File: src/rtl/discharge_pkg.sv
// Shared encodings and constants for the discharge pulse scheduler.
package discharge_pkg;

    localparam int CNT_W_DEF = 16;

    localparam logic [1:0] ST_IDLE = 2'd0;
    localparam logic [1:0] ST_LOAD = 2'd1;
    localparam logic [1:0] ST_ON   = 2'd2;
    localparam logic [1:0] ST_OFF  = 2'd3;

    localparam logic [15:0] SHORT_CNT_MAX = 16'hFFFF;

endpackage

File: src/rtl/discharge_tick_gen.sv
// Time-base divider: tick every TICK_DIV clocks, held at phase 0 while hold is set.
import discharge_pkg::*;

module discharge_tick_gen #(
    parameter int TICK_DIV = 1
) (
    input  logic clk,
    input  logic rst,
    input  logic hold,
    output logic tick
);

    localparam int DIV_W = (TICK_DIV > 1) ? $clog2(TICK_DIV) : 1;
    localparam logic [DIV_W-1:0] DIV_LAST = DIV_W'(TICK_DIV - 1);

    logic [DIV_W-1:0] div_r;

    assign tick = (div_r == DIV_LAST);

    // divider phase register, cleared while held so the first ON tick aligns to LOAD exit
    always_ff @(posedge clk or posedge rst) begin
        if (rst) begin
            div_r <= '0;
        end else if (hold || tick) begin
            div_r <= '0;
        end else begin
            div_r <= div_r + DIV_W'(1);
        end
    end

endmodule

File: src/rtl/discharge_pulse_scheduler.sv
// Discharge on/off pulse sequencer with boundary-captured parameters and statistics.
// Optional gap short-circuit abort is enabled by defining DISCHARGE_SHORT_PROTECT_EN.
module discharge_pulse_scheduler
    import discharge_pkg::*;
#(
    parameter int CNT_W    = CNT_W_DEF,
    parameter int TICK_DIV = 1,
    parameter int PCNT_W   = 32
) (
    input  logic              clk,
    input  logic              rst,
    input  logic              is_machine,
    input  logic [CNT_W-1:0]  Ton_data,
    input  logic [CNT_W-1:0]  Toff_data,
    input  logic [15:0]       Ip_data,
    input  logic [15:0]       waveform_data,
    input  logic              short_detect,
    output logic              pulse_on,
    output logic [15:0]       Ip_set,
    output logic [15:0]       waveform_sel,
    output logic              pulse_done,
    output logic [PCNT_W-1:0] pulse_cnt,
    output logic [15:0]       short_cnt,
    output logic [1:0]        state
);

    logic [1:0]        state_r;
    logic [1:0]        next_state_s;
    logic [CNT_W-1:0]  phase_r;
    logic [CNT_W-1:0]  phase_d_s;
    logic [CNT_W-1:0]  toff_r;
    logic [15:0]       ip_r;
    logic [15:0]       wave_r;
    logic [15:0]       short_cnt_r;
    logic [PCNT_W-1:0] pulse_cnt_r;
    logic              pulse_on_r;
    logic              pulse_on_d_s;
    logic              tick_s;
    logic              hold_s;
    logic              on_expire_s;
    logic              off_expire_s;
    logic              short_abort_s;

    function automatic logic [CNT_W-1:0] min_one(input logic [CNT_W-1:0] v);
        return (v == '0) ? CNT_W'(1) : v;
    endfunction

    assign hold_s = (state_r == ST_IDLE) || (state_r == ST_LOAD);

    discharge_tick_gen #(
        .TICK_DIV (TICK_DIV)
    ) u_tick_gen (
        .clk  (clk),
        .rst  (rst),
        .hold (hold_s),
        .tick (tick_s)
    );

    assign on_expire_s  = (state_r == ST_ON)  && tick_s && (phase_r == CNT_W'(1));
    assign off_expire_s = (state_r == ST_OFF) && tick_s && (phase_r == CNT_W'(1));

`ifdef DISCHARGE_SHORT_PROTECT_EN
    assign short_abort_s = (state_r == ST_ON) && short_detect;
`else
    logic unused_short_s;
    assign unused_short_s = short_detect;
    assign short_abort_s  = 1'b0;
`endif

    // FSM state register
    always_ff @(posedge clk or posedge rst) begin
        if (rst) begin
            state_r <= ST_IDLE;
        end else begin
            state_r <= next_state_s;
        end
    end

    // FSM next-state decode
    always_comb begin
        next_state_s = state_r;
        case (state_r)
            ST_IDLE: begin
                if (is_machine) next_state_s = ST_LOAD;
                else            next_state_s = ST_IDLE;
            end
            ST_LOAD: begin
                if (Ton_data == '0) next_state_s = ST_OFF;
                else                next_state_s = ST_ON;
            end
            ST_ON: begin
                if (short_abort_s || on_expire_s) next_state_s = ST_OFF;
                else                              next_state_s = ST_ON;
            end
            ST_OFF: begin
                if (off_expire_s && is_machine) next_state_s = ST_LOAD;
                else if (off_expire_s)          next_state_s = ST_IDLE;
                else                            next_state_s = ST_OFF;
            end
            default: next_state_s = ST_IDLE;
        endcase
    end

    // FSM output decode: gate drive and phase counter next values
    always_comb begin
        pulse_on_d_s = (next_state_s == ST_ON);
        phase_d_s    = phase_r;
        case (state_r)
            ST_IDLE: phase_d_s = '0;
            ST_LOAD: begin
                if (Ton_data == '0) phase_d_s = min_one(Toff_data);
                else                phase_d_s = Ton_data;
            end
            ST_ON: begin
                if (next_state_s == ST_OFF) phase_d_s = min_one(toff_r);
                else if (tick_s)            phase_d_s = phase_r - CNT_W'(1);
                else                        phase_d_s = phase_r;
            end
            ST_OFF: begin
                if (tick_s) phase_d_s = phase_r - CNT_W'(1);
                else        phase_d_s = phase_r;
            end
            default: phase_d_s = '0;
        endcase
    end

    // datapath: shadow parameters, phase counter, gate drive and statistics
    always_ff @(posedge clk or posedge rst) begin
        if (rst) begin
            pulse_on_r  <= 1'b0;
            phase_r     <= '0;
            toff_r      <= '0;
            ip_r        <= 16'd0;
            wave_r      <= 16'd0;
            pulse_cnt_r <= '0;
            short_cnt_r <= 16'd0;
        end else begin
            pulse_on_r <= pulse_on_d_s;
            phase_r    <= phase_d_s;
            if (state_r == ST_LOAD) begin
                toff_r <= Toff_data;
                ip_r   <= Ip_data;
                wave_r <= waveform_data;
            end
            if (off_expire_s) begin
                pulse_cnt_r <= pulse_cnt_r + PCNT_W'(1);
            end
            // an abort coinciding with ON expiry still counts as a short
            if (short_abort_s && (short_cnt_r != SHORT_CNT_MAX)) begin
                short_cnt_r <= short_cnt_r + 16'd1;
            end
        end
    end

    assign pulse_on     = pulse_on_r;
    assign Ip_set       = ip_r;
    assign waveform_sel = wave_r;
    assign pulse_done   = off_expire_s;
    assign pulse_cnt    = pulse_cnt_r;
    assign short_cnt    = short_cnt_r;
    assign state        = state_r;

endmodule

File: config.mk
export PLATFORM = sky130hd
export DESIGN_NAME = discharge_pulse_scheduler
export DESIGN_NICKNAME = d
export VERILOG_FILES = /design/src/rtl/discharge_pkg.sv /design/src/rtl/discharge_tick_gen.sv /design/src/rtl/discharge_pulse_scheduler.sv
export SDC_FILE = /design/constraint.sdc
export NUM_CORES = 1
export LEC_CHECK = 0
export BUFFER_PORTS_ARGS = -buffer_cell sky130_fd_sc_hd__buf_2
export CAP_MARGIN = 0
export CORE_MARGIN = 3
export CORE_UTILIZATION = 30
export CTS_CLUSTER_DIAMETER = 150
export DETAILED_ROUTE_END_ITERATION = 16
export GPL_TIMING_DRIVEN = 0
export HOLD_SLACK_MARGIN = 0.12
export MAX_ROUTING_LAYER = met4
export PLACE_DENSITY = 0.62
export SYNTH_ARGS = -nofsm -noshare
export SYNTH_HDL_FRONTEND = slang
export SYNTH_SLANG_ARGS = --single-unit
File: constraint.sdc
create_clock -name clk -period 5.4 [get_ports clk]
set_input_delay 0.81 -clock clk [delete_from_list [all_inputs] [get_ports clk]]
set_output_delay 0.81 -clock clk [all_outputs]
set_load 0.05 [all_outputs]
==> results, run 1 <==
- The number of setup buffers added after CTS is 0.
- The most common cell in the synthesized netlist is sky130_fd_sc_hd__dfrtp_1.
- Counting flops with an async set or reset pin after synthesis yields a share of between 90% and 100%.
- The average instance area after synthesis is about 11 sq um.
- For this configuration, the core starts out at a cell density of between 30 and 40%.
- After clock tree synthesis, the clock-pin slew on the worst setup and hold paths is about 0.07 ns.
- At the placement stage, the worst setup path has a slack of 2.61 ns.
- Setup repair after global routing left no endpoint under its margin.
- The slew at the pin closest to its max-slew limit is roughly 0.73 ns.
- Dividing total power by cell area gives a power density of ~370 nW/um^2.
- Max-cap violations in this run came to 0.
- The post-route fraction of the period consumed by the critical path is ~54%.
- The maximum vdd drop is 0.231 mV.
- The number of antenna violations at the first check in global routing is 0.
- The number of port buffers is approximately 130.
- Setup violations remaining at the end of the flow were counted as 0.
- The signal on the critical path passes through clkbuf_1 > nor4_2 > buf_4 > nand3b_1 > nor3_1 > buf_2.
- The count of buffering cells on the critical path with inverters included is 3.
- The utilization after layout is between 30% and 40%.
- The detail route stage leaves a number of antenna-violating nets equal to 0.
- The number of global-route vias before repair is between 4000 and 5000.
- After synthesis the netlist holds a flip-flop and latch count of 100.
- The total routing usage reported by global routing is approximately 16%.
- The overall die height is between 100 and 150 um.
- The number of hold violations in the final report is 0.
- In this run the worst path has a maximum fanout of 10.
- Global routing consumed, on the met3 layer, under 10% of the routing resources.
- The number of antenna diodes in the final layout is 0.
- The number of cells on the worst hold path is 1.
- The clock tree skew after final layout is 0.00834 ns.
- Setup slack on the critical path of the routed design comes to approximately 2.5 ns.
- After detailed routing, the number of remaining DRC violations is 0.
- The maximum number of pins on one net before global-route repair is 65.
- Adding up every negative setup slack in the final design gives 0 ns.
- Yosys attributes the largest share of cell area to sky130_fd_sc_hd__dfrtp_1 50%, sky130_fd_sc_hd__mux2_2 12%, sky130_fd_sc_hd__xor2_1 4.0%.
- The first-pass iteration count of the detailed router is 4.
- The netlist uses 56 different library cells.
- The critical path in this run is classified as flip-flop to primary output.
- In this run the core area contains 46 standard-cell rows.
- The number of placed instances with taps included is around 800.
- The per-cell routed wire length is about 17 um.
- The overall power after layout is ~0.0023 W.
- The path class of the lowest-slack min-delay path is flip-flop to flip-flop.
- Based on the critical path, the design can be clocked at up to between 0.3 and 0.4 GHz.
- The area growth from synthesis to layout is 27.0%.
- The capture endpoint of the worst hold path is pulse_cnt[31]$_DFFE_PP0N_.
- Headroom to the max-slew limit came out at between 50% and 60%.
- Measured along the x axis, the die boundary spans about 130 um.
- The number of clock sinks is 100.
- The floorplan core area is 16100 sq um.
- Synthesis produced a netlist whose cell count is 437.
- In this run the most critical hold path is launched from pulse_cnt[31]$_DFFE_PP0N_.
- The analysis attributes to cell leakage a power of 2.99 nW.
- For this run, global-route usage on met2 was measured as between 20% and 30%.
- The post-synth design cell area is 4990 sq um.
- No sink is reached through more buffers than the 2 on the longest clock path.
- The global-route wire length before repair is about 22000 um.
- The endpoint of the worst register-to-register path is pulse_cnt[26]$_DFFE_PP0N_.
- Detailed placement ended at an HPWL of 10500 um.
- The biggest area contributor in the post-synthesis netlist is sky130_fd_sc_hd__dfrtp_1.
- The die covers roughly 18000 sq um.
- The Yosys step of the flow raised 0 warnings.
- The final-stage net count is 670.
- The total count of max-transition violations in the final report is 0.
- The worst register-to-register path has a setup slack of 2.90 ns.
- Among all flip-flop cells after synthesis, the most frequent one is sky130_fd_sc_hd__dfrtp_1.
- The worst endpoint required time is approximately 4.6 ns.
- The final cell count without fillers is about 800.
- The largest individual stage delay along the critical path comes from the cell sky130_fd_sc_hd__nor4_2.
- Hold repair after CTS inserted 0 buffers.
- The depth of the CTS H-tree is 3.
- The DRC violation total after the first TritonRoute iteration is between 150 and 200.
- The filler cells instantiated in the layout total approximately 1600.
- The busiest layer in global routing is met2.
- Counting instances in the post-synthesis netlist gives the leading cell types as 100 x sky130_fd_sc_hd__dfrtp_1, 53 x sky130_fd_sc_hd__mux2_2, 23 x sky130_fd_sc_hd__nor2_1, 23 x sky130_fd_sc_hd__xor2_1, 21 x sky130_fd_sc_hd__xnor2_1.
- The number of clock buffers added by TritonCTS is 9.
- TritonCTS built the clock tree.
- STA classifies the critical path startpoint as a flip-flop.
- The root buffer selected by CTS is sky130_fd_sc_hd__clkbuf_16.
- The top-level port count is between 150 and 200.
- The final wirelength is around 14000 um.
- The share of final-layout standard cells stronger than drive strength 1 is 38.7%.
- STA classifies the critical path endpoint as a primary output.
- The top cell family by delay on the critical path is buffers and inverters.
- The final global-route overflow total is 0.
- Data on the critical path arrives at its endpoint at about 2.1 ns.
- Sequential elements use between 50% and 60% of the synthesized area.
- Across all layers, the routed design uses between 4000 and 5000 vias.
- The minimum clock period after layout is slightly below 3 ns.
- The worst register-to-register path begins at phase_r[1]$_DFF_PP0_.
- The via density per instance is 5.04.
- The share of synthesized area in the top cell type comes to 50.2%.
- The number of flops mapped to enable cells by yosys is 0.
- Post-CTS repair changed the size of 0 cells.
- On the worst path, the slowest cell contributes a delay of around 0.44 ns.
- For met1 alone, demand over resource in global routing was between 10% and 20%.
- The worst register-to-register path has a depth of 8.
- The run finished with clean final reports.
- Routability-driven placement finished with a final weighted congestion of around 0.91.
- The later pin in the worst-skew pair is clocked with a latency of approximately 0.35 ns.
[flip-flops by register name, indices dropped and copies added, names as in the netlist]
signal and flops:
phase_r 16, state 2, toff_r 16, u_tick_gen.div_r 1
pulse_cnt 32, Ip_set 16, pulse_on 1, waveform_sel 16
[worst register-to-register path, stage by stage (launching register included)]
cell and delay (ns):
sky130_fd_sc_hd__dfrtp_1 0.41, sky130_fd_sc_hd__inv_1 0.11, sky130_fd_sc_hd__ha_1 0.22, sky130_fd_sc_hd__nor4b_1 0.44, sky130_fd_sc_hd__nand4_1 0.22, sky130_fd_sc_hd__buf_2 0.28
sky130_fd_sc_hd__nor2_1 0.38, sky130_fd_sc_hd__nand4_1 0.17, sky130_fd_sc_hd__xnor2_1 0.16
[worst max-delay path by stage]
stage | start | to | slack [ns] | cells past startpoint
global route | u_tick_gen.div_r$_DFF_PP0_ | pulse_done | 2.35 | 6
detailed placement | Ton_data[8] | phase_r[6]$_DFF_PP0_ | 2.61 | 6
finish | u_tick_gen.div_r$_DFF_PP0_ | pulse_done | 2.48 | 6
global placement | rst | pulse_cnt[18]$_DFFE_PP0N_ | 0.82 | 2
floorplan | rst | Ip_set[0]$_DFFE_PP0P_ | 1.97 | 1
CTS | u_tick_gen.div_r$_DFF_PP0_ | pulse_done | 2.48 | 6
[routing by layer]
| metal | up-vias | wire [um] |
|---|---|---|
| met2 | 185 | 6660 |
| met4 | 0 | 490 |
| met5 | - | 0 |
| met1 | 2006 | 5710 |
| li1 | 1906 | - |
| met3 | 38 | 934 |
[cells by family after synthesis]
family / Yosys count / synth area share, %
buffers and inverters: 42 / 4.67
other: 1 / 0.0752
flip-flops: 100 / 50.2
XOR/XNOR: 44 / 7.73
AND/OR/NAND/NOR: 142 / 17.0
adder cells (fa/ha/maj): 3 / 0.753
AO/OA/AOI/OAI: 52 / 7.58
multiplexers: 53 / 12.0
[metrics by stage]
stage | instance area (sq um) | hold slack, ns
finish | 6330 | 0.469
global route | 6330 | 0.494
CTS | 6330 | 0.475
detailed placement | 6020 | 0.464
global placement | 5990 | 0.459
floorplan | 5050 | 0.483
[cells in the final DEF, fill, tap and decap left out, types with 3 or more instances in the layout]
cell,instances
sky130_fd_sc_hd__buf_4,17
sky130_fd_sc_hd__a32oi_1,3
sky130_fd_sc_hd__ha_1,3
sky130_fd_sc_hd__nand2b_1,3
sky130_fd_sc_hd__nor3_1,14
sky130_fd_sc_hd__nor4_1,18
sky130_fd_sc_hd__a211oi_1,17
sky130_fd_sc_hd__clkbuf_16,9
sky130_fd_sc_hd__clkbuf_1,13
sky130_fd_sc_hd__and3_1,7
sky130_fd_sc_hd__and4_1,5
sky130_fd_sc_hd__nand3_1,19
sky130_fd_sc_hd__nor2_1,23
sky130_fd_sc_hd__conb_1,17
sky130_fd_sc_hd__mux2_2,53
sky130_fd_sc_hd__o22ai_1,3
sky130_fd_sc_hd__and2_1,3
sky130_fd_sc_hd__xor2_1,23
sky130_fd_sc_hd__inv_1,5
sky130_fd_sc_hd__nor3b_1,3
sky130_fd_sc_hd__xnor2_1,21
sky130_fd_sc_hd__nand2_1,18
sky130_fd_sc_hd__o21ai_0,7
sky130_fd_sc_hd__nor4b_1,3
sky130_fd_sc_hd__buf_1,3
sky130_fd_sc_hd__a21oi_1,4
sky130_fd_sc_hd__dfrtp_1,100
sky130_fd_sc_hd__nand4_1,9
sky130_fd_sc_hd__nor4_2,3
sky130_fd_sc_hd__buf_2,137
sky130_fd_sc_hd__a211o_1,3
[where the power goes]
group | switching [W] | total [W] | internal [W]
clock | 0.000286 | 0.000695 | 0.000408
combinational | 0.000445 | 0.000666 | 0.000222
sequential | 0.000114 | 0.000985 | 0.000871
[area by class of cell]
class                           count  area, sq um  share of cell area (%)
Clock inverter                      5         83.8                    1.32
Multi-Input combinational cell    311         2310                    36.5
Clock buffer                       11          233                    3.67
Tap cell                          216          270                    4.27
Timing Repair Buffer              135          698                    11.0
Buffer                             35          206                    3.26
Inverter                            7         28.8                   0.454
Sequential cell                   100         2500                    39.5
Power figures use the tool's default switching activity.
==> inputs of run 2 (changes only) <==
--- a/config.mk
+++ b/config.mk
@@ -5,6 +5,7 @@
 export SDC_FILE = /design/constraint.sdc
 export NUM_CORES = 1
 export LEC_CHECK = 0
+export ABC_AREA = 1
 export BUFFER_PORTS_ARGS = -buffer_cell sky130_fd_sc_hd__buf_2
 export CAP_MARGIN = 0
 export CORE_MARGIN = 3
@@ -14,7 +15,7 @@
 export GPL_TIMING_DRIVEN = 0
 export HOLD_SLACK_MARGIN = 0.12
 export MAX_ROUTING_LAYER = met4
-export PLACE_DENSITY = 0.62
+export PLACE_DENSITY = 0.63
 export SYNTH_ARGS = -nofsm -noshare
 export SYNTH_HDL_FRONTEND = slang
 export SYNTH_SLANG_ARGS = --single-unit
==> constraint.sdc (replaced) <==
create_clock -name clk -period 2.3 [get_ports clk]
set_input_delay 0.345 -clock clk [delete_from_list [all_inputs] [get_ports clk]]
set_output_delay 0.345 -clock clk [all_outputs]
set_load 0.05 [all_outputs]
==> run 2 against run 1 <==
Net effect:
- clock power is 120% higher
- first-iteration DRC count is 61% higher
- cell area rose by 9.3%
- sequential power rose to 2.6 times the previous value
- critical path depth increased by 2
- clock-buffer cell count stayed put
- hold slack got worse by 0.28 ns
- register-to-register slack worse by 2.6 ns
- via count is 20% higher
- wire length increased by 7.3%
- highest routed layer unchanged
- clock skew up 0.0023 ns
==> results, run 2 <==
- The fmax is ~0.46 GHz.
- The top flip-flop cell by instance count after synthesis is sky130_fd_sc_hd__dfrtp_1 (unchanged).
- The total routing usage reported by global routing is 15.0% (was 15.6%).
- The path class of the lowest-slack min-delay path is primary input to flip-flop (was flip-flop to flip-flop).
- The number of CTS-inserted buffers came to 9 (unchanged).
- The number of port buffers is 134 (unchanged).
- The most frequent cell after synthesis is sky130_fd_sc_hd__nand2_1 (was sky130_fd_sc_hd__dfrtp_1).
- The kind of start point of the critical path is a flip-flop (unchanged).
- The maximum number of pins on one net before global-route repair came to 40 (was 65).
- The static power due to leakage is 3.60 nW (was 2.99 nW).
- Leading post-synthesis cells by cell area: sky130_fd_sc_hd__dfrtp_1 45%, sky130_fd_sc_hd__nand2_1 15%, sky130_fd_sc_hd__nand3_1 4.9% (was sky130_fd_sc_hd__dfrtp_1 50%, sky130_fd_sc_hd__mux2_2 12%, sky130_fd_sc_hd__xor2_1 4.0%).
- The fraction of post-synthesis cell area in the top cell type by area is 45.1% (was 50.2%).
- After layout, the minimum clock period comes to 2.17 ns.
- The portion of the post-synthesis area used by sequential elements was 45.1% (was 50.2%).
- The overall die height is 142 um (was 135 um).
- The number of antenna violations at the first check in global routing is 0 (unchanged).
- The clock latency at the later pin of the worst-skew pair is 0.35 ns (about the same).
- The antenna cell count was 0 (unchanged).
- The via density per instance was 4.50 (was 5.04).
- The number of placement rows is 49 (was 46).
- The depth of the CTS H-tree came to 3 (unchanged).
- The share of synthesized registers carrying an async set or reset came to 100% (unchanged).
- The final count of negative-setup-slack endpoints came to 0 (unchanged).
- The per-cell routed wire length is 13.4 um (was 16.8 um).
- The number of global-route vias before repair came to 4828 (was 4271).
- The area growth from synthesis to layout was 24.8% (was 27.0%).
- The synthesized instance count came to 708 (was 437).
- The total power divided by cell area was 992 nW/um^2 (was 370 nW/um^2).
- The capture endpoint of the worst hold path is waveform_sel[14]$_DFFE_PP0P_ (was pulse_cnt[31]$_DFFE_PP0N_).
- The top-level port count was 152 (unchanged).
- The reg-to-reg critical path startpoint is phase_r[0]$_DFF_PP0_ (was phase_r[1]$_DFF_PP0_).
- The path depth of the worst reg2reg path is 11 (was 8).
- The initial core utilization is 30.7% (was 31.1%).
- The slack of the worst reg-to-reg path came to 0.32 ns (was 2.90 ns).
- The first-pass iteration count of the detailed router is 5 (was 4).
- The floorplan core area is 18100 sq um (was 16100 sq um).
- Outcome: finished clean (unchanged).
- The sum of net half-perimeters after detailed placement is 11500 um (was 10500 um).
- The count of different cell masters after synthesis is 39 (was 56).
- Setup repair after global routing missed its margin: false (unchanged).
- The post-detailed-route DRC marker count was 0 (unchanged).
- The number of clock sinks came to 100 (unchanged).
- The clock tree skew after final layout is 0.0106 ns (was 0.00834 ns).
- The highest net fanout along the worst path is 10 (unchanged).
- The number of cells on the worst hold path is 3 (was 1).
- The most common cell after layout, fill and taps aside is sky130_fd_sc_hd__nand2_1 (was sky130_fd_sc_hd__buf_2).
- The share of final-layout standard cells stronger than drive strength 1 is 26.3% (was 38.7%).
- The critical path data arrival time is 1.83 ns (was 2.11 ns).
- The slew at the pin closest to its max-slew limit is 0.584 ns (was 0.733 ns).
- The average instance area after synthesis is 7.83 sq um (was 11.4 sq um).
- The post-route fraction of the period consumed by the critical path is about 94%.
- The global-route wire length before repair is 23900 um (was 22000 um).
- The post-route worst hold slack is 0.193 ns (was 0.469 ns).
- The endpoint of the worst register-to-register path was phase_r[14]$_DFF_PP0_ (was pulse_cnt[26]$_DFFE_PP0N_).
- The cell type contributing the most total cell area after synthesis was sky130_fd_sc_hd__dfrtp_1 (unchanged).
- The area of the die is 20200 sq um (was 18200 sq um).
- The total count of max-transition violations in the final report is 0 (unchanged).
- The register clock-pin slew on the reported worst setup and hold paths is 0.07 ns (about the same).
- The critical setup path kind is flip-flop to primary output (unchanged).
- The DRC violation total after the first TritonRoute iteration is 268 (was 166).
- The worst slew margin relative to its limit is 61.0% (was 50.7%).
- The critical path endpoint category was a primary output (unchanged).
- The residual antenna-violating net count after detailed routing is 0 (unchanged).
- The maximum vdd drop is 0.488 mV (was 0.231 mV).
- The final weighted congestion in routability-driven placement is 0.947 (was 0.909).
- The via total after detailed routing is 4973 (was 4135).
- The number of buffers on the longest clock path is 2 (unchanged).
- The number of fill cells in the layout is 1870 (was 1566).
- Top cells by instance count after synthesis: 226 x sky130_fd_sc_hd__nand2_1, 100 x sky130_fd_sc_hd__dfrtp_1, 69 x sky130_fd_sc_hd__inv_1, 54 x sky130_fd_sc_hd__nand3_1, 53 x sky130_fd_sc_hd__nor2_1 (was 100 x sky130_fd_sc_hd__dfrtp_1, 53 x sky130_fd_sc_hd__mux2_2, 23 x sky130_fd_sc_hd__nor2_1, 23 x sky130_fd_sc_hd__xor2_1, 21 x sky130_fd_sc_hd__xnor2_1).
- The launch point of the worst hold path is waveform_data[14] (was pulse_cnt[31]$_DFFE_PP0N_).
- The clock tree from TritonCTS is done (unchanged).
- The number of synthesis warnings came to 0 (unchanged).
- The sum of negative setup slack is 0 ns (unchanged).
- The final-stage net count came to 943 (was 670).
- Most frequent cells in the layout: 226 x sky130_fd_sc_hd__nand2_1, 139 x sky130_fd_sc_hd__buf_2, 100 x sky130_fd_sc_hd__dfrtp_1, 68 x sky130_fd_sc_hd__inv_1, 54 x sky130_fd_sc_hd__nand3_1 (was 137 x sky130_fd_sc_hd__buf_2, 100 x sky130_fd_sc_hd__dfrtp_1, 53 x sky130_fd_sc_hd__mux2_2, 23 x sky130_fd_sc_hd__nor2_1, 23 x sky130_fd_sc_hd__xor2_1).
- The synthesized flop and latch total is 100 (unchanged).
- The flip-flop count of the largest register after layout was 32 (unchanged).
- The width of the die is 142 um (was 135 um).
- The root buffer selected by CTS was sky130_fd_sc_hd__clkbuf_16 (unchanged).
- The final global-route overflow total is 0 (unchanged).
- The number of hold violations in the final report is 0 (unchanged).
- The max-cap check violation count is 0 (unchanged).
- The worst endpoint required time came to 1.96 ns (was 4.59 ns).
- The number of flops mapped to enable cells by yosys is 0 (unchanged).
- The final wirelength came to 14800 um (was 13800 um).
- The utilization after layout is 38.3% (was 39.4%).
- The post-synth design cell area is 5550 sq um (was 4990 sq um).
run 2: cell count changes after synthesis, sizes merged, moves of 6 or more:
| cell | delta |
|---|---|
| nand2 | +221 |
| and4 | -6 |
| mux2 | -53 |
| nor2 | +54 |
| and3 | -8 |
| o21ai | +28 |
| a211oi | -17 |
| inv | +68 |
| nor3 | -9 |
| nand4 | +7 |
| nor4 | -14 |
| nand3 | +39 |
run 2: final cells by class:
cell class | count | area, sq um | share of cell area [%]
Buffer | 34 | 225 | 3.25
Clock buffer | 11 | 233 | 3.36
Clock inverter | 5 | 60.1 | 0.868
Inverter | 74 | 282 | 4.07
Multi-Input combinational cell | 516 | 2610 | 37.7
Sequential cell | 100 | 2500 | 36.2
Tap cell | 229 | 287 | 4.14
Timing Repair Buffer | 137 | 727 | 10.5
run 2: logic make-up (layout without fill, tap and decap cells):
family,Yosys count,count (layout),share of synthesized area (%)
adders and majority gates,3,3,0.677
buffers and inverters,108,261,9.07
xor gates and xnor gates,37,37,5.84
other,1,17,0.0676
DFF,100,100,45.1
AOI/OAI and AO/OA,48,48,4.69
and+or+nand+nor,411,411,34.5
run 2: repair_timing:
item                                   4_1_cts  5_1_grt
setup endpoints to repair                    1        1
gates cloned                                 0        0
resized for setup                            2        2
endpoints found under the hold margin       22        0
buffers inserted                             0        0
hold buffers                                 1        0
run 2: routing by layer:
| metal | wire length [um] | GRT usage [%] |
|---|---|---|
| met1 | 6890 | 19.8 |
| met2 | 6830 | 23.3 |
| met3 | 781 | 2.92 |
| met4 | 289 | 4.95 |
| met5 | 0 | - |
run 2: critical path, cell delays in order (launching register included):
cell and delay [ns]:
sky130_fd_sc_hd__dfrtp_1 0.37, sky130_fd_sc_hd__inv_1 0.10, sky130_fd_sc_hd__ha_2 0.22, sky130_fd_sc_hd__nand2_1 0.07, sky130_fd_sc_hd__nor2_2 0.12, sky130_fd_sc_hd__nand2_2 0.09
sky130_fd_sc_hd__nor2_2 0.14, sky130_fd_sc_hd__buf_4 0.19, sky130_fd_sc_hd__buf_6 0.17
run 2: where the power goes:
part	internal, W	switching (W)	leakage, nW
clock network	0.000852	0.000696	0.141
registers	0.00218	0.000336	1.25
logic	0.000823	0.00198	2.20
total	0.00386	0.00301	3.60
run 2: worst max-delay path by stage:
stage | depth (start not counted) | startpoint | to
after floorplan | 10 | pulse_cnt[0]$_DFFE_PP0N_ | pulse_cnt[22]$_DFFE_PP0N_
after global placement | 2 | rst | Ip_set[13]$_DFFE_PP0P_
after detailed placement | 8 | phase_r[1]$_DFF_PP0_ | pulse_done
after CTS | 8 | phase_r[1]$_DFF_PP0_ | pulse_done
after global routing | 8 | phase_r[1]$_DFF_PP0_ | pulse_done
final | 8 | phase_r[1]$_DFF_PP0_ | pulse_done
run 2: per-stage QoR:
stage | area, sq um | instances | setup WS (ns) | total power (W)
detailed placement | 6610 | 1089 | 0.288 | 0.00534
global placement | 6570 | 1087 | -0.0175 | 0.00530
floorplan | 5610 | 724 | 0.298 | 0.00464
global route | 6920 | 1106 | 0.00912 | 0.00730
finish | 6920 | 1106 | 0.130 | 0.00686
CTS | 6920 | 1106 | 0.0435 | 0.00691
==> inputs of run 3 (changes only) <==
==> constraint.sdc (replaced) <==
create_clock -name clk -period 2.3 [get_ports clk]
set_input_delay 0.46 -clock clk [delete_from_list [all_inputs] [get_ports clk]]
set_output_delay 0.46 -clock clk [all_outputs]
set_load 0.05 [all_outputs]
==> run 3 against run 2 <==
Net effect:
- utilization rose by 0.076 points
- sequential power hardly changed
- highest routed layer unchanged
- first-iteration DRC count shrank 8.6%
- cell area up 0.20%
- wire length shrank 0.19%
- clock skew barely moved
==> results, run 3 (synthesized netlist as in run 2, its figures left out) <==
- The final global-route overflow total is 0 (unchanged).
- The internal portion of total power is 0.00387 W (was 0.00386 W).
- The final wirelength came to 14800 um (about the same).
- The post-route fraction of the period consumed by the critical path is 95.2% (was 94.4%).
- The number of port buffers is 134 (unchanged).
- The setup slack after layout is 0.111 ns (was 0.130 ns).
- The residual antenna-violating net count after detailed routing is 0 (unchanged).
- The post-detailed-route DRC marker count came to 0 (unchanged).
- The number of hold violations in the final report is 0 (unchanged).
- The path depth of the worst reg2reg path is 11 (unchanged).
- The total routing usage reported by global routing is 15.0% (about the same).
- The kind of start point of the critical path is a flip-flop (unchanged).
- The switching power came to 0.00301 W (about the same).
- The DRC violation total after the first TritonRoute iteration came to 245 (was 268).
- The width of the die is 142 um (unchanged).
- The clock latency at the later pin of the worst-skew pair came to 0.35 ns (about the same).
- The worst slack at placement came to 0.173 ns (was 0.288 ns).
- The switching share of power is 43.8% (about the same).
- The global-route wire length before repair was 23800 um (was 23900 um).
- The total count of max-transition violations in the final report is 0 (unchanged).
- The hold buffer count at cts is 0 (was 1).
- The critical setup path kind is flip-flop to primary output (unchanged).
- The minimum clock period after layout is 2.19 ns (was 2.17 ns).
- The slew at the pin closest to its max-slew limit is 0.584 ns (about the same).
- The cell area after layout came to 6940 sq um (was 6920 sq um).
- The top-level port count came to 152 (unchanged).
- The final weighted congestion in routability-driven placement is 0.947 (unchanged).
- The critical path data arrival time is 1.73 ns (was 1.83 ns).
- The via density per instance came to 4.52 (was 4.50).
- The static power due to leakage is 3.60 nW (about the same).
- The area growth from synthesis to layout is 25.0% (was 24.8%).
- The number of global-route vias before repair is 4820 (was 4828).
- The clock tree skew after final layout was 0.0106 ns (about the same).
- The first-pass iteration count of the detailed router is 5 (unchanged).
- The most common cell after layout, fill and taps aside is sky130_fd_sc_hd__nand2_1 (unchanged).
- The proportion of power drawn by flip-flops and latches was 36.7% (about the same).
- The number of placement rows was 49 (unchanged).
- The share of final-layout standard cells stronger than drive strength 1 was 26.4% (was 26.3%).
- The final count of negative-setup-slack endpoints was 0 (unchanged).
- Most frequent cells in the layout: 226 x sky130_fd_sc_hd__nand2_1, 139 x sky130_fd_sc_hd__buf_2, 100 x sky130_fd_sc_hd__dfrtp_1, 68 x sky130_fd_sc_hd__inv_1, 54 x sky130_fd_sc_hd__nand3_1 (unchanged).
- The utilization after layout is 38.3% (about the same).
- The path class of the lowest-slack min-delay path is primary input to async pin (was primary input to flip-flop).
- The critical path endpoint category was a primary output (unchanged).
- The floorplan core area is 18100 sq um (unchanged).
- The highest net fanout along the worst path is 10 (unchanged).
- Setup repair after global routing missed its margin: false (unchanged).
- The post-CTS setup repair buffer count is 0 (unchanged).
- The clock tree from TritonCTS was done (unchanged).
- The number of buffers on the longest clock path came to 2 (unchanged).
- The sum of net half-perimeters after detailed placement is 11500 um (unchanged).
- The number of CTS-inserted buffers is 9 (unchanged).
- The overall die height is 142 um (unchanged).
- The register clock-pin slew on the reported worst setup and hold paths is 0.07 ns (about the same).
- The fraction of power consumed by the clock network is 22.4% (was 22.5%).
- The combinational power share is 40.8% (about the same).
- The flip-flop count of the largest register after layout is 32 (unchanged).
- The worst slew margin relative to its limit is 61.0% (about the same).
- The root buffer selected by CTS is sky130_fd_sc_hd__clkbuf_16 (unchanged).
- The number of antenna violations at the first check in global routing is 0 (unchanged).
- The final-stage net count is 942 (was 943).
- The number of clock sinks is 100 (unchanged).
- The antenna cell count is 0 (unchanged).
- The max-cap check violation count is 0 (unchanged).
- The initial core utilization is 30.7% (unchanged).
- Outcome: finished clean (unchanged).
- The worst endpoint required time is 1.84 ns (was 1.96 ns).
- The area after detailed placement is 6610 sq um (unchanged).
- The maximum vdd drop is 0.489 mV (was 0.488 mV).
- The depth of the CTS H-tree is 3 (unchanged).
- The via total after detailed routing is 5000 (was 4973).
- The fmax was 0.457 GHz (was 0.461 GHz).
- The total power divided by cell area was 992 nW/um^2 (about the same).
- The area of the die was 20200 sq um (unchanged).
- The maximum number of pins on one net before global-route repair is 40 (unchanged).
- The per-cell routed wire length is 13.4 um (about the same).
-- run 3: final cells by class --
cell class              count  area (sq um)
multi-input cells         516          2630
clock inverters             5          60.1
plain buffers              34           229
flip-flops and latches    100          2500
clock buffers              11           233
repair buffers            136           717
well taps                 229           287
inverters                  74           282
fillers                  1866         11200
-- run 3: routing by layer --
metal | routed length, um | up-vias | track usage (%)
met5 | 0 | - | -
met4 | 348 | 0 | 4.95
met3 | 811 | 24 | 2.92
met2 | 6780 | 160 | 23.3
met1 | 6830 | 2279 | 19.8
li1 | - | 2537 | -
-- run 3: path summary, 6_finish.rpt --
path                       slack, ns              startpoint                            to
max                             0.11    phase_r[1]$_DFF_PP0_                    pulse_done
min                             0.17                     rst     pulse_cnt[24]$_DFFE_PP0N_
max reg2reg                     0.29    phase_r[0]$_DFF_PP0_         phase_r[14]$_DFF_PP0_
min reg2reg                     0.47  Ip_set[12]$_DFFE_PP0P_        Ip_set[12]$_DFFE_PP0P_
max in group asynchronous       1.54                     rst      pulse_cnt[3]$_DFFE_PP0N_
min in group clk                0.31       waveform_data[14]  waveform_sel[14]$_DFFE_PP0P_
-- run 3: what timing repair did --
action,CTS,global route
pin swaps,0,1
gates cloned,0,0
gates resized for setup,5,3
endpoints found under the setup margin,1,1
-- run 3: per-stage QoR --
step	hold WS, ns	TNS (ns)	cells	power, W
4_1_cts	0.172	0	1105	0.00692
3_5_place_dp	0.453	0	1089	0.00534
6_report	0.167	0	1105	0.00688
2_1_floorplan	0.452	0	724	0.00464
3_3_place_gp	0.451	-12.39	1087	0.00530
5_1_grt	0.200	0	1105	0.00733
-- run 3: critical path, cell delays in order (launching register included) --
cell                      delay, ns
sky130_fd_sc_hd__dfrtp_1       0.37
sky130_fd_sc_hd__inv_1         0.13
sky130_fd_sc_hd__ha_4          0.17
sky130_fd_sc_hd__nand2_1       0.06
sky130_fd_sc_hd__nor2_2        0.11
sky130_fd_sc_hd__nand2_2       0.11
sky130_fd_sc_hd__nor2_4        0.12
sky130_fd_sc_hd__buf_6         0.15
sky130_fd_sc_hd__buf_6         0.16
-- run 3: power groups by stage --
stage | logic, W | clock network [W] | registers [W]
6_report | 0.00281 | 0.00154 | 0.00253
5_1_grt | 0.00308 | 0.00166 | 0.00258
4_1_cts | 0.00281 | 0.00159 | 0.00252
3_5_place_dp | 0.00280 | 0 | 0.00254
3_3_place_gp | 0.00276 | 0 | 0.00253
2_1_floorplan | 0.00148 | 0 | 0.00316
